===== src/rtl/pwm_kanal.sv =====
// Single-channel PWM generator: standard duty or triangle "breathing" duty sweep.
// Optional PWM_KANAL_GOLGE_EN latches the config into shadows at period boundaries.
module pwm_kanal #(
   parameter int unsigned VERI_BIT = 32
) (
   input  logic                clk_i,
   input  logic                rst_i,
   input  logic [1:0]          kontrol_i,
   input  logic [VERI_BIT-1:0] donem_i,
   input  logic [VERI_BIT-1:0] esik_1_i,
   input  logic [VERI_BIT-1:0] esik_2_i,
   input  logic [VERI_BIT-1:0] adim_i,
   output logic                cikis_o,
   output logic                donem_sonu_o,
   output logic [VERI_BIT-1:0] sayac_o,
   output logic [VERI_BIT-1:0] gorev_o
);

   typedef enum logic [1:0] {ModKapali, ModStandart, ModNefes} mod_e;
   typedef enum logic {YonYukari, YonAsagi} yon_e;

   mod_e                mod;
   logic                en, nefes, ilk_en, nefes_giris;
   logic                p_nz, sarma;
   logic [VERI_BIT-1:0] eff_donem, eff_esik_1, eff_esik_2, eff_adim;
   logic [VERI_BIT:0]   yukari_top, alt_top;

   logic [VERI_BIT-1:0] cnt_q, cnt_d;
   logic [VERI_BIT-1:0] duty_q, duty_d;
   yon_e                yon_q, yon_d;
   logic                cikis_q, cikis_d;
   logic                donem_sonu_q, donem_sonu_d;
   logic                en_q, en_d;
   logic                nefes_q, nefes_d;

   always_comb begin
      case (kontrol_i)
         2'b01:   mod = ModStandart;
         2'b10:   mod = ModNefes;
         default: mod = ModKapali;
      endcase
   end

   assign en          = (mod != ModKapali);
   assign nefes       = (mod == ModNefes);
   assign ilk_en      = en && !en_q;
   assign nefes_giris = nefes && !nefes_q;

`ifdef PWM_KANAL_GOLGE_EN
   logic [VERI_BIT-1:0] donem_g_q, donem_g_d;
   logic [VERI_BIT-1:0] esik_1_g_q, esik_1_g_d;
   logic [VERI_BIT-1:0] esik_2_g_q, esik_2_g_d;
   logic [VERI_BIT-1:0] adim_g_q, adim_g_d;
   logic                golge_yukle;

   // On the first enabled cycle the shadows are stale, so the live inputs pass through.
   assign eff_donem  = ilk_en ? donem_i  : donem_g_q;
   assign eff_esik_1 = ilk_en ? esik_1_i : esik_1_g_q;
   assign eff_esik_2 = ilk_en ? esik_2_i : esik_2_g_q;
   assign eff_adim   = ilk_en ? adim_i   : adim_g_q;

   always_comb begin
      golge_yukle = ilk_en || sarma;
      donem_g_d   = donem_g_q;
      esik_1_g_d  = esik_1_g_q;
      esik_2_g_d  = esik_2_g_q;
      adim_g_d    = adim_g_q;
      if (golge_yukle) begin
         donem_g_d  = donem_i;
         esik_1_g_d = esik_1_i;
         esik_2_g_d = esik_2_i;
         adim_g_d   = adim_i;
      end
   end

   always_ff @(posedge clk_i) begin
      if (rst_i) begin
         donem_g_q  <= '0;
         esik_1_g_q <= '0;
         esik_2_g_q <= '0;
         adim_g_q   <= '0;
      end else begin
         donem_g_q  <= donem_g_d;
         esik_1_g_q <= esik_1_g_d;
         esik_2_g_q <= esik_2_g_d;
         adim_g_q   <= adim_g_d;
      end
   end
`else
   assign eff_donem  = donem_i;
   assign eff_esik_1 = esik_1_i;
   assign eff_esik_2 = esik_2_i;
   assign eff_adim   = adim_i;
`endif

   assign p_nz  = (eff_donem != '0);
   // >= rather than == so a period shrunk below the count wraps at once.
   assign sarma = en && p_nz && (cnt_q >= (eff_donem - VERI_BIT'(1)));

   assign yukari_top = {1'b0, duty_q} + {1'b0, eff_adim};
   assign alt_top    = {1'b0, eff_esik_1} + {1'b0, eff_adim};

   always_comb begin
      cnt_d        = cnt_q;
      duty_d       = duty_q;
      yon_d        = yon_q;
      cikis_d      = 1'b0;
      donem_sonu_d = 1'b0;
      en_d         = en;
      nefes_d      = nefes;

      if (!en) begin
         cnt_d  = '0;
         duty_d = eff_esik_1;
         yon_d  = YonYukari;
      end else begin
         if (!p_nz) begin
            cnt_d = '0;
         end else if (sarma) begin
            cnt_d        = '0;
            donem_sonu_d = 1'b1;
         end else begin
            cnt_d = cnt_q + VERI_BIT'(1);
         end

         cikis_d = p_nz && (cnt_q < duty_q);

         if (!nefes) begin
            duty_d = eff_esik_1;
         end else if (nefes_giris) begin
            duty_d = eff_esik_1;
            yon_d  = YonYukari;
         end else if (sarma) begin
            if (eff_esik_1 >= eff_esik_2) begin
               duty_d = eff_esik_1;
               yon_d  = YonYukari;
            end else if (eff_adim == '0) begin
               duty_d = duty_q;
            end else if (yon_q == YonYukari) begin
               if (yukari_top >= {1'b0, eff_esik_2}) begin
                  duty_d = eff_esik_2;
                  yon_d  = YonAsagi;
               end else begin
                  duty_d = yukari_top[VERI_BIT-1:0];
               end
            end else begin
               if ({1'b0, duty_q} <= alt_top) begin
                  duty_d = eff_esik_1;
                  yon_d  = YonYukari;
               end else begin
                  duty_d = duty_q - eff_adim;
               end
            end
         end
      end
   end

   always_ff @(posedge clk_i) begin
      if (rst_i) begin
         cnt_q        <= '0;
         duty_q       <= '0;
         yon_q        <= YonYukari;
         cikis_q      <= 1'b0;
         donem_sonu_q <= 1'b0;
         en_q         <= 1'b0;
         nefes_q      <= 1'b0;
      end else begin
         cnt_q        <= cnt_d;
         duty_q       <= duty_d;
         yon_q        <= yon_d;
         cikis_q      <= cikis_d;
         donem_sonu_q <= donem_sonu_d;
         en_q         <= en_d;
         nefes_q      <= nefes_d;
      end
   end

   assign cikis_o      = cikis_q;
   assign donem_sonu_o = donem_sonu_q;
   assign sayac_o      = cnt_q;
   assign gorev_o      = duty_q;

endmodule


===== config.mk =====
export PLATFORM = sky130hd
export DESIGN_NAME = pwm_kanal
export DESIGN_NICKNAME = d
export VERILOG_FILES = /design/src/rtl/pwm_kanal.sv
export SDC_FILE = /design/constraint.sdc
export NUM_CORES = 1
export LEC_CHECK = 0
export ABC_AREA = 1
export CAP_MARGIN = 20
export CELL_PAD_IN_SITES_DETAIL_PLACEMENT = 2
export CELL_PAD_IN_SITES_GLOBAL_PLACEMENT = 2
export CORE_MARGIN = 5
export CORE_UTILIZATION = 30
export DETAILED_ROUTE_END_ITERATION = 16
export GPL_TIMING_DRIVEN = 0
export PLACE_DENSITY_LB_ADDON = 0.08
export SYNTH_ARGS = -nofsm -noshare
export SYNTH_HDL_FRONTEND = slang
export SYNTH_SLANG_ARGS = --single-unit

===== constraint.sdc =====
create_clock -name clk_i -period 8.2 [get_ports clk_i]
set_input_delay 0.82 -clock clk_i [delete_from_list [all_inputs] [get_ports clk_i]]
set_output_delay 0.82 -clock clk_i [all_outputs]
set_load 0.02 [all_outputs]

==> Yosys cells after proc, flatten, opt, wreduce, memory -nomap -nowiden <==
Cells that the tools add are included.
{ "word_totals": {"reg_bits": 68, "output_inout_bits": 66} }
{ "classes": {"addsub": 5, "magnitude_cmp": 5, "eq_ne": 6, "mux": 18, "bitwise": 2, "reduce_logical": 14} }
{ "op_table": {"columns": ["op", "count"], "rows": [
  ["32-bit 2-to-1 mux", 9],
  ["32-bit by 32-bit adder with 33-bit output", 2],
  ["32-bit greater-or-equal comparator", 2],
  ["33-bit by 32-bit greater-or-equal comparator with 1-bit output", 1],
  ["32-bit by 33-bit less-or-equal comparator with 1-bit output", 1],
  ["32-bit by 1-bit adder with 32-bit output (second input constant)", 1],
  ["32-bit logical NOT", 1],
  ["32-bit less-than comparator", 1],
  ["32-bit nonzero test", 1],
  ["32-bit by 1-bit subtractor with 32-bit output (second input constant)", 1],
  ["32-bit subtractor", 1],
  ["1-bit 2-to-1 mux", 8],
  ["5-bit != test (second input constant)", 1],
  ["2-bit equality test (second input constant)", 2],
  ["1-bit logical AND", 4],
  ["4-bit by 2-bit != test with 1-bit output (second input constant)", 1],
  ["2-bit case mux with 2 select lines", 1],
  ["2-bit nonzero test", 2],
  ["4-bit OR reduction", 1],
  ["3-bit != test (second input constant)", 1],
  ["3-bit AND reduction", 1],
  ["3-bit OR reduction", 1],
  ["2-bit by 1-bit equality test with 1-bit output (second input constant)", 1],
  ["1-bit NOT", 2],
  ["3 further kinds", 3]
]} }

==> Depth between registers and ports, before layout <==
{ "depth": {"depth_word": 10, "ltp_mapped": 34, "depth_no_buf": 33} }

==> Worst setup path before layout <==
No wires, ideal clock.
{ "synth_timing": {"path_type": "input to register", "from": "input esik_1_i[2]", "to": "register duty_q[21], in the netlist gorev_o[21]", "setup_time_ps": 127, "t_arrival_ps": 4234, "required_ps": 8073, "setup_slack_ps": 3839, "stages": 29, "n_path_buf": 1, "cell_sequence": "ha_1 nand2_1 o21ai_0 a21oi_1 o21ai_0 a21oi_1 o21a_1 o21ai_0 a21oi_1 xor2_1 ha_1 nand2_1 inv_1 nand3_1 nor3_1 nand2_1 nand2_1 nand2_1 nand2_1 nand2_1 nand2_1 nand4_1 inv_2 buf_2 nand2_1 nand2_1 nand2_1 nand2_1 a21oi_1"} }
{ "synth_between": {"elab_chain_len": 10} }
{ "synth_lines": {"columns": ["item", "line", "source"], "rows": [
  ["from (decl)", "10", "input logic [VERI_BIT-1:0] esik_1_i,"],
  ["32-bit by 32-bit adder with 33-bit output", "101", "assign alt_top = {1'b0, eff_esik_1} + {1'b0, eff_adim};"],
  ["32-bit by 33-bit less-or-equal comparator with 1-bit output", "147", "if ({1'b0, duty_q} <= alt_top) begin"],
  ["32-bit 2-to-1 mux", "147", null],
  ["32-bit 2-to-1 mux", "139", "end else if (yon_q == YonYukari) begin"],
  ["32-bit 2-to-1 mux", "137", "end else if (eff_adim == '0) begin"],
  ["32-bit 2-to-1 mux", "134", "if (eff_esik_1 >= eff_esik_2) begin"],
  ["32-bit 2-to-1 mux", "133", "end else if (sarma) begin"],
  ["32-bit 2-to-1 mux", "130", "end else if (nefes_giris) begin"],
  ["32-bit 2-to-1 mux", "128", "if (!nefes) begin"],
  ["32-bit 2-to-1 mux", "112", "if (!en) begin"],
  ["to (signal assigned)", "169", "duty_q <= duty_d;"],
  ["to (decl)", "29", "logic [VERI_BIT-1:0] duty_q, duty_d;"]
]} }
Several ways; a longest one is shown, not always the timed one. The select of a mux whose other input is x is not followed.
A chain may end at the register's enable or synchronous reset.

==> Worst setup path after layout <==
{ "layout_timing": {"from": "input adim_i[2]", "to": "register duty_q[14], in the netlist gorev_o[14]"} }
{ "layout_between": {"elab_chain_len": 10} }
{ "layout_lines": {"columns": ["item", "line", "source"], "rows": [
  ["from (decl)", "12", "input logic [VERI_BIT-1:0] adim_i,"],
  ["32-bit by 32-bit adder with 33-bit output (on tied branches)", "100, 101", null],
  ["33-bit by 32-bit greater-or-equal comparator with 1-bit output / 32-bit by 33-bit less-or-equal comparator with 1-bit output (equally long branches)", "140, 147", null],
  ["32-bit 2-to-1 mux (on tied branches)", "140, 147", null],
  ["32-bit 2-to-1 mux", "139", null],
  ["32-bit 2-to-1 mux", "137", null],
  ["32-bit 2-to-1 mux", "134", null],
  ["32-bit 2-to-1 mux", "133", null],
  ["32-bit 2-to-1 mux", "130", null],
  ["32-bit 2-to-1 mux", "128", null],
  ["32-bit 2-to-1 mux", "112", null]
]} }
Several ways; a longest one is shown, not always the timed one. The select of a mux whose other input is x is not followed.

==> qor.txt <==
Status: completed
Avg Cell Area, Syn: 6.19 sq um
FMAX: 161 MHz
Flop pwr share: 18.7%
Largest net degree at the start of global routing: 12
Die width: 224 um
Slew of the pin with the lowest slew margin: 0.947 ns
CTS HTree Levels: 3
Die ar.: 50200 sq um
Most frequent cell after synthesis: nand2_1
DP Worst Slack: 1.59 ns
Period utilisation layout: 76.0%
Clock root cell: clkbuf_16
Layout cells sized above 1: 4.40%
Final hold violations: 0
Clk buf depth: 2
Clock tree from TritonCTS: done
Area fraction of the dominant cell type after synthesis: 23.5%
Drt first-iter violations: 588
Final hold slack: 0.532 ns
P_sw: 1.04 mW
Max Slew Vio Count: 0
Global-route wire length before repair: 101000 um
Sw Ratio: 49.2%
Largest stage delay on the critical path: 0.57 ns
Tightest Hold Check Type: reg2reg
Initial Util: 30.3%
Period minus WS final: 6.23 ns
Clk Latency, worst-skew pair: 0.37 ns
Nature of the critical path endpoint: register
Ports: 198
WS Path Type: in2reg
Vias in the first global route: 17.9k
Fin nets: 2822
Worst Setup Start Kind: primary input
Number of flops mapped to enable cells by yosys: 0
Core Footprint: 45400 sq um
Final setup margin: 1.97 ns
Power Internal: 1.07 mW
Post-Synthesis Cells: 2221
Max FO, Critical Path: 10
Worst Skew: 0.0111 ns
Synth Warn #: 0
Post-CTS Setup Inserts: 0
Total global routing track utilization: 25.9%
Layout Area Growth over Synthesis: 22.1%
Synth async-reset ratio: 0%
Clock transition at path regs: 0.06 ns
Drt wl/cell: 21.8 um
Total CTS buffers: 9
Worst EP required: 8.50 ns
Layout Utilization: 37.0%
Pwr Density: 125 nW/um^2
Slowest-stage cell, CP: clkdlybuf4s50_1
Synthesis-stage register bit count: 68
Detail Route Antenna Nets: 0
Vias per cell: 5.26
Site Rows: 78
Mapped Area: 13800 sq um
Leakage: 8.20 nW
Clock share of power: 21.0%
Final setup violation count: 0
Peak VDD IR: 102 uV
Post-Syn Nets: 2614
Placer Congestion: 0.927
Drc violations: 0
Cell variety after synth: 56
CTS Hold Bufs: 0
Seq/Total Area, Yosys: 9.90%
Post-synth top cells: nand2_1 (484), inv_1 (338), a21oi_1 (260)
Drt pass-1 iters: 5
RSZ-0062 raised after global routing: false
Port Buf Inserts: 197
Largest area contributor in the netlist: ha_1
Bufs and invs on worst path: 4
Final wirelength: 66100 um
CTS resizes: 0
Hpwl dp: 58700 um
Worst path top cell family by delay: compound AO/OA/AOI/OAI gates
MaxCap Viol Count: 0
Comb pwr share: 60.3%
Arrival time worst endpoint: 6.53 ns
Total grt overflow: 0
Filler Cell Count: 5688
Commonest register cell after synthesis: dfxtp_1
Antenna violations before repair: 4
Most common cell on crit path: nand2_1
Top post-synthesis cells by area: ha_1 (23%), nand2_1 (13%), dfxtp_1 (9.9%)
Slew HR: 35.2%
Die Y: 224 um
Setup TNS: 0 ns
Sink Count: 68
Vias: 16.0k
## power by group through the flow
stage	clock network, mW	registers, mW	logic, mW
final	0.442	0.393	1.27
after floorplan	0	0.391	0.774
after CTS	0.450	0.393	1.27
after detailed placement	0	0.400	1.26
after global routing	0.462	0.396	1.41
after global placement	0	0.399	1.20
## final timing paths
kind                            startpoint                  endpoint  slack (ns)  depth (start not counted)
hold / removal       sayac_o[0]$_SDFF_PP0_     sayac_o[0]$_SDFF_PP0_        0.53                          1
setup reg to reg  gorev_o[13]$_SDFFE_PP0P_   gorev_o[5]$_SDFFE_PP0P_        2.95                         22
setup / recovery                 adim_i[2]  gorev_o[14]$_SDFFE_PP0P_        1.97                         29
hold reg to reg      sayac_o[0]$_SDFF_PP0_     sayac_o[0]$_SDFF_PP0_        0.53                          1
## cell usage in the layout, fill, tap and decap left out, types with 4 or more instances in the layout
| master | instances |
|---|---|
| dfxtp_1 | 68 |
| ha_1 | 258 |
| o21bai_1 | 11 |
| nor4_1 | 27 |
| o221ai_1 | 6 |
| a211oi_1 | 8 |
| clkdlybuf4s50_1 | 197 |
| o21a_1 | 10 |
| nor2_1 | 193 |
| a21oi_1 | 260 |
| a21oi_2 | 4 |
| inv_2 | 11 |
| buf_2 | 33 |
| nand4_1 | 41 |
| nand3_1 | 95 |
| nor3_2 | 6 |
| clkbuf_1 | 14 |
| xnor2_1 | 29 |
| a31oi_1 | 8 |
| o21ai_1 | 11 |
| o211ai_1 | 6 |
| nor2_4 | 4 |
| xor2_1 | 87 |
| nor3_1 | 41 |
| nand2_2 | 8 |
| inv_1 | 338 |
| o21ai_0 | 100 |
| a21o_1 | 6 |
| clkbuf_16 | 9 |
| nand2_1 | 484 |
| nor3b_1 | 7 |
## cell families (layout without fill, tap and decap cells)
kind of cell | after synthesis | in the layout | share of synthesized area [%]
DFF | 68 | 68 | 9.90
buffers and inverters | 401 | 614 | 11.4
adders and majority gates | 261 | 261 | 23.9
AOI/OAI and AO/OA | 442 | 442 | 17.6
other | 0 | 1 | 0
xor gates and xnor gates | 116 | 116 | 7.39
and+or+nand+nor | 933 | 933 | 29.8
## final cells by class
class                           count  area, sq um  share of cell area [%]
Antenna cell                        1         2.50                  0.0149
Buffer                             51          251                    1.50
Clock buffer                       12          246                    1.47
Clock inverter                      4         72.6                   0.432
Inverter                          350         1320                    7.83
Multi-Input combinational cell   1752        10800                    64.4
Sequential cell                    68         1360                    8.11
Tap cell                          600          751                    4.47
Timing Repair Buffer              197         1970                    11.7
## sequential cells by signal, indices dropped and copies added (netlist names)
name / flops
donem_sonu_o: 1
nefes_q: 1
cikis_o: 1
sayac_o: 32
yon_q: 1
gorev_o: 32
## stage by stage
stage,area [sq um],cells,power (mW)
finish,16800,3035,2.10
global route,16800,3034,2.27
CTS,16800,3034,2.11
detailed placement,16500,3018,1.66
global placement,16500,3018,1.60
floorplan,13800,2221,1.16
## layer usage
| layer | global-route usage, % | vias to the layer above | wire length, um |
|---|---|---|---|
| met5 | 0 | - | 53 |
| met4 | 8.68 | 6 | 2170 |
| met3 | 2.66 | 93 | 1750 |
| met2 | 47.1 | 262 | 33000 |
| met1 | 31.8 | 7837 | 29100 |
| li1 | - | 7764 | - |
Power figures use the tool's default switching activity.
==> variant, RTL diff (same settings) <==
Change the parameter `VERI_BIT` from 32 to 48.
--- a/src/rtl/pwm_kanal.sv
+++ b/src/rtl/pwm_kanal.sv
@@ -2,5 +2,5 @@
 // Optional PWM_KANAL_GOLGE_EN latches the config into shadows at period boundaries.
 module pwm_kanal #(
-   parameter int unsigned VERI_BIT = 32
+   parameter int unsigned VERI_BIT = 48
 ) (
    input  logic                clk_i,
Interface: changed (6 resized); port bits go from 198 to 294. No check against the original RTL was run, so the function may have changed too.
==> variant against the unedited design <==
- via count rose by 76%
- area after synthesis rose by 67%
- sequential cell count rose by 32
- sequential share of layout area fell by 0.81 points
- worst setup slack got worse by 810 ps
- power rose by 41%
- wire length rose by 97%
- design area rose by 63%
- largest cell class unchanged
- largest power group unchanged
==> variant: results <==
{
  "synth_warnings": 0,
  "hp-start": "sayac_o[0]",
  "grt_overflow": 0,
  "numPlacedInstances": 5236,
  "route.vias.total": 28100,
  "h-tree-depth": 3,
  "clockBufferDepth": 2,
  "grt_usage_pct": 30.4,
  "first_pass_iters": 5,
  "slowest_stage": "clkdlybuf4s50_1",
  "finClkSkew_ps": 9.12,
  "cts_setup_buffers": 0,
  "gp_congestion": 0.978,
  "wl_per_cell_um": 24.8,
  "synth_area_leaders": "ha_1 (21%), nand2_1 (15%), inv_1 (9.3%), dfxtp_1 (8.7%), a21oi_1 (8.6%)",
  "nets": 4803,
  "path_clk_slew_ps": 80,
  "status": "finished clean",
  "cpPeakStageDelay_ps": 600,
  "diodes": 0,
  "clk_latency_ps": 380,
  "switchingPower_uw": 1600,
  "peakVddDrop_v": 0.0000837,
  "crit_fanout": 10,
  "synth-async-reset-ratio_pct": 0,
  "ys_types": 51,
  "reg2reg_from": "gorev_o[0]",
  "seq_area_frac_synth_pct": 8.72,
  "grt_start_max_net_pins": 17,
  "slew_headroom_pct": 24.5,
  "fin_cells": 5253,
  "hp-class": "reg2reg",
  "start_kind": "input pin",
  "setup-tns-final_ps": 0,
  "drt-initial-drc-count": 1832,
  "cts_buffers": 9,
  "leakagePower_uw": 0.0130,
  "crit_arrival_ps": 7360,
  "grt_pass1_vias": 28800,
  "dpl.hpwl_um": 116000,
  "fill_cells": 9723,
  "syn_nets": 4499,
  "synth_commonest_cells": "nand2_1 (904), inv_1 (571), nor2_1 (441)",
  "synth_area_per_cell_um2": 5.87,
  "io_buffers": 292,
  "cp-startpoint": "adim_i[0]",
  "antenna_found_initial": 0,
  "grt_pass1_wl_um": 188000,
  "place_area_um2": 27200,
  "drive_gt1_share_pct": 3.95,
  "cts-root-buf": "clkbuf_16"
}
-- variant: cell types whose count changed after synthesis, sizes merged, moves of 119 or more --
cell   change
nand3    +119
ha       +128
nor2     +254
a21oi    +145
nand2    +423
inv      +248
-- variant: kinds of logic after synthesis --
| family | synth area share [%] |
|---|---|
| xor+xnor | 6.18 |
| flops | 8.72 |
| fa+ha+maj | 21.3 |
| simple gates | 34.8 |
| compound gates | 17.2 |
| buf+inv | 11.9 |
-- variant: cell type report --
class                      instances  share of cell area, %
buffer                            91                   1.76
clock buffer                      11                  0.884
clock inverter                     5                  0.132
inverter                         597                   8.16
multi-input combinational       3126                   66.4
sequential                       100                   7.29
tap                             1030                   4.69
timing repair buffer             293                   10.7
-- variant: critical path: cells and delay by family --
kind / cells / cell delay [ps]
AND/OR/NAND/NOR: 21 / 3020
XOR/XNOR: 1 / 140
buffers and inverters: 3 / 970
AO/OA/AOI/OAI: 5 / 1210
adder cells (fa/ha/maj): 3 / 1170
-- variant: power groups by stage --
stage	clock (µW)	combinational, µW	sequential (µW)
6_report	439	1970	568
5_1_grt	471	2160	570
4_1_cts	450	1950	570
3_5_place_dp	0	1930	581
3_3_place_gp	0	1880	581
2_1_floorplan	0	1150	564
-- variant: worst paths after layout --
check	to	slack (ps)	cells after the start
setup / recovery	gorev_o[27]	1160	33
hold / removal	sayac_o[0]	480	1
setup reg to reg	gorev_o[5]	1830	27
hold reg to reg	sayac_o[0]	480	1
-- variant: metal layers --
layer	share of wire (%)	GRT usage [%]	up-vias
met2	41	45.9	789
met5	0	0	-
met1	50	45.1	13700
li1	-	-	13500
met4	2.9	7.56	0
met3	6.4	4.58	127
-- variant: through the flow --
step	hold WS, ps	utilization (%)	setup slack [ps]
floorplan	529	-	3530
global placement	454	35.8	1020
detailed placement	470	35.8	938
CTS	488	36.1	1330
global route	514	36.2	905
finish	479	36.2	1160
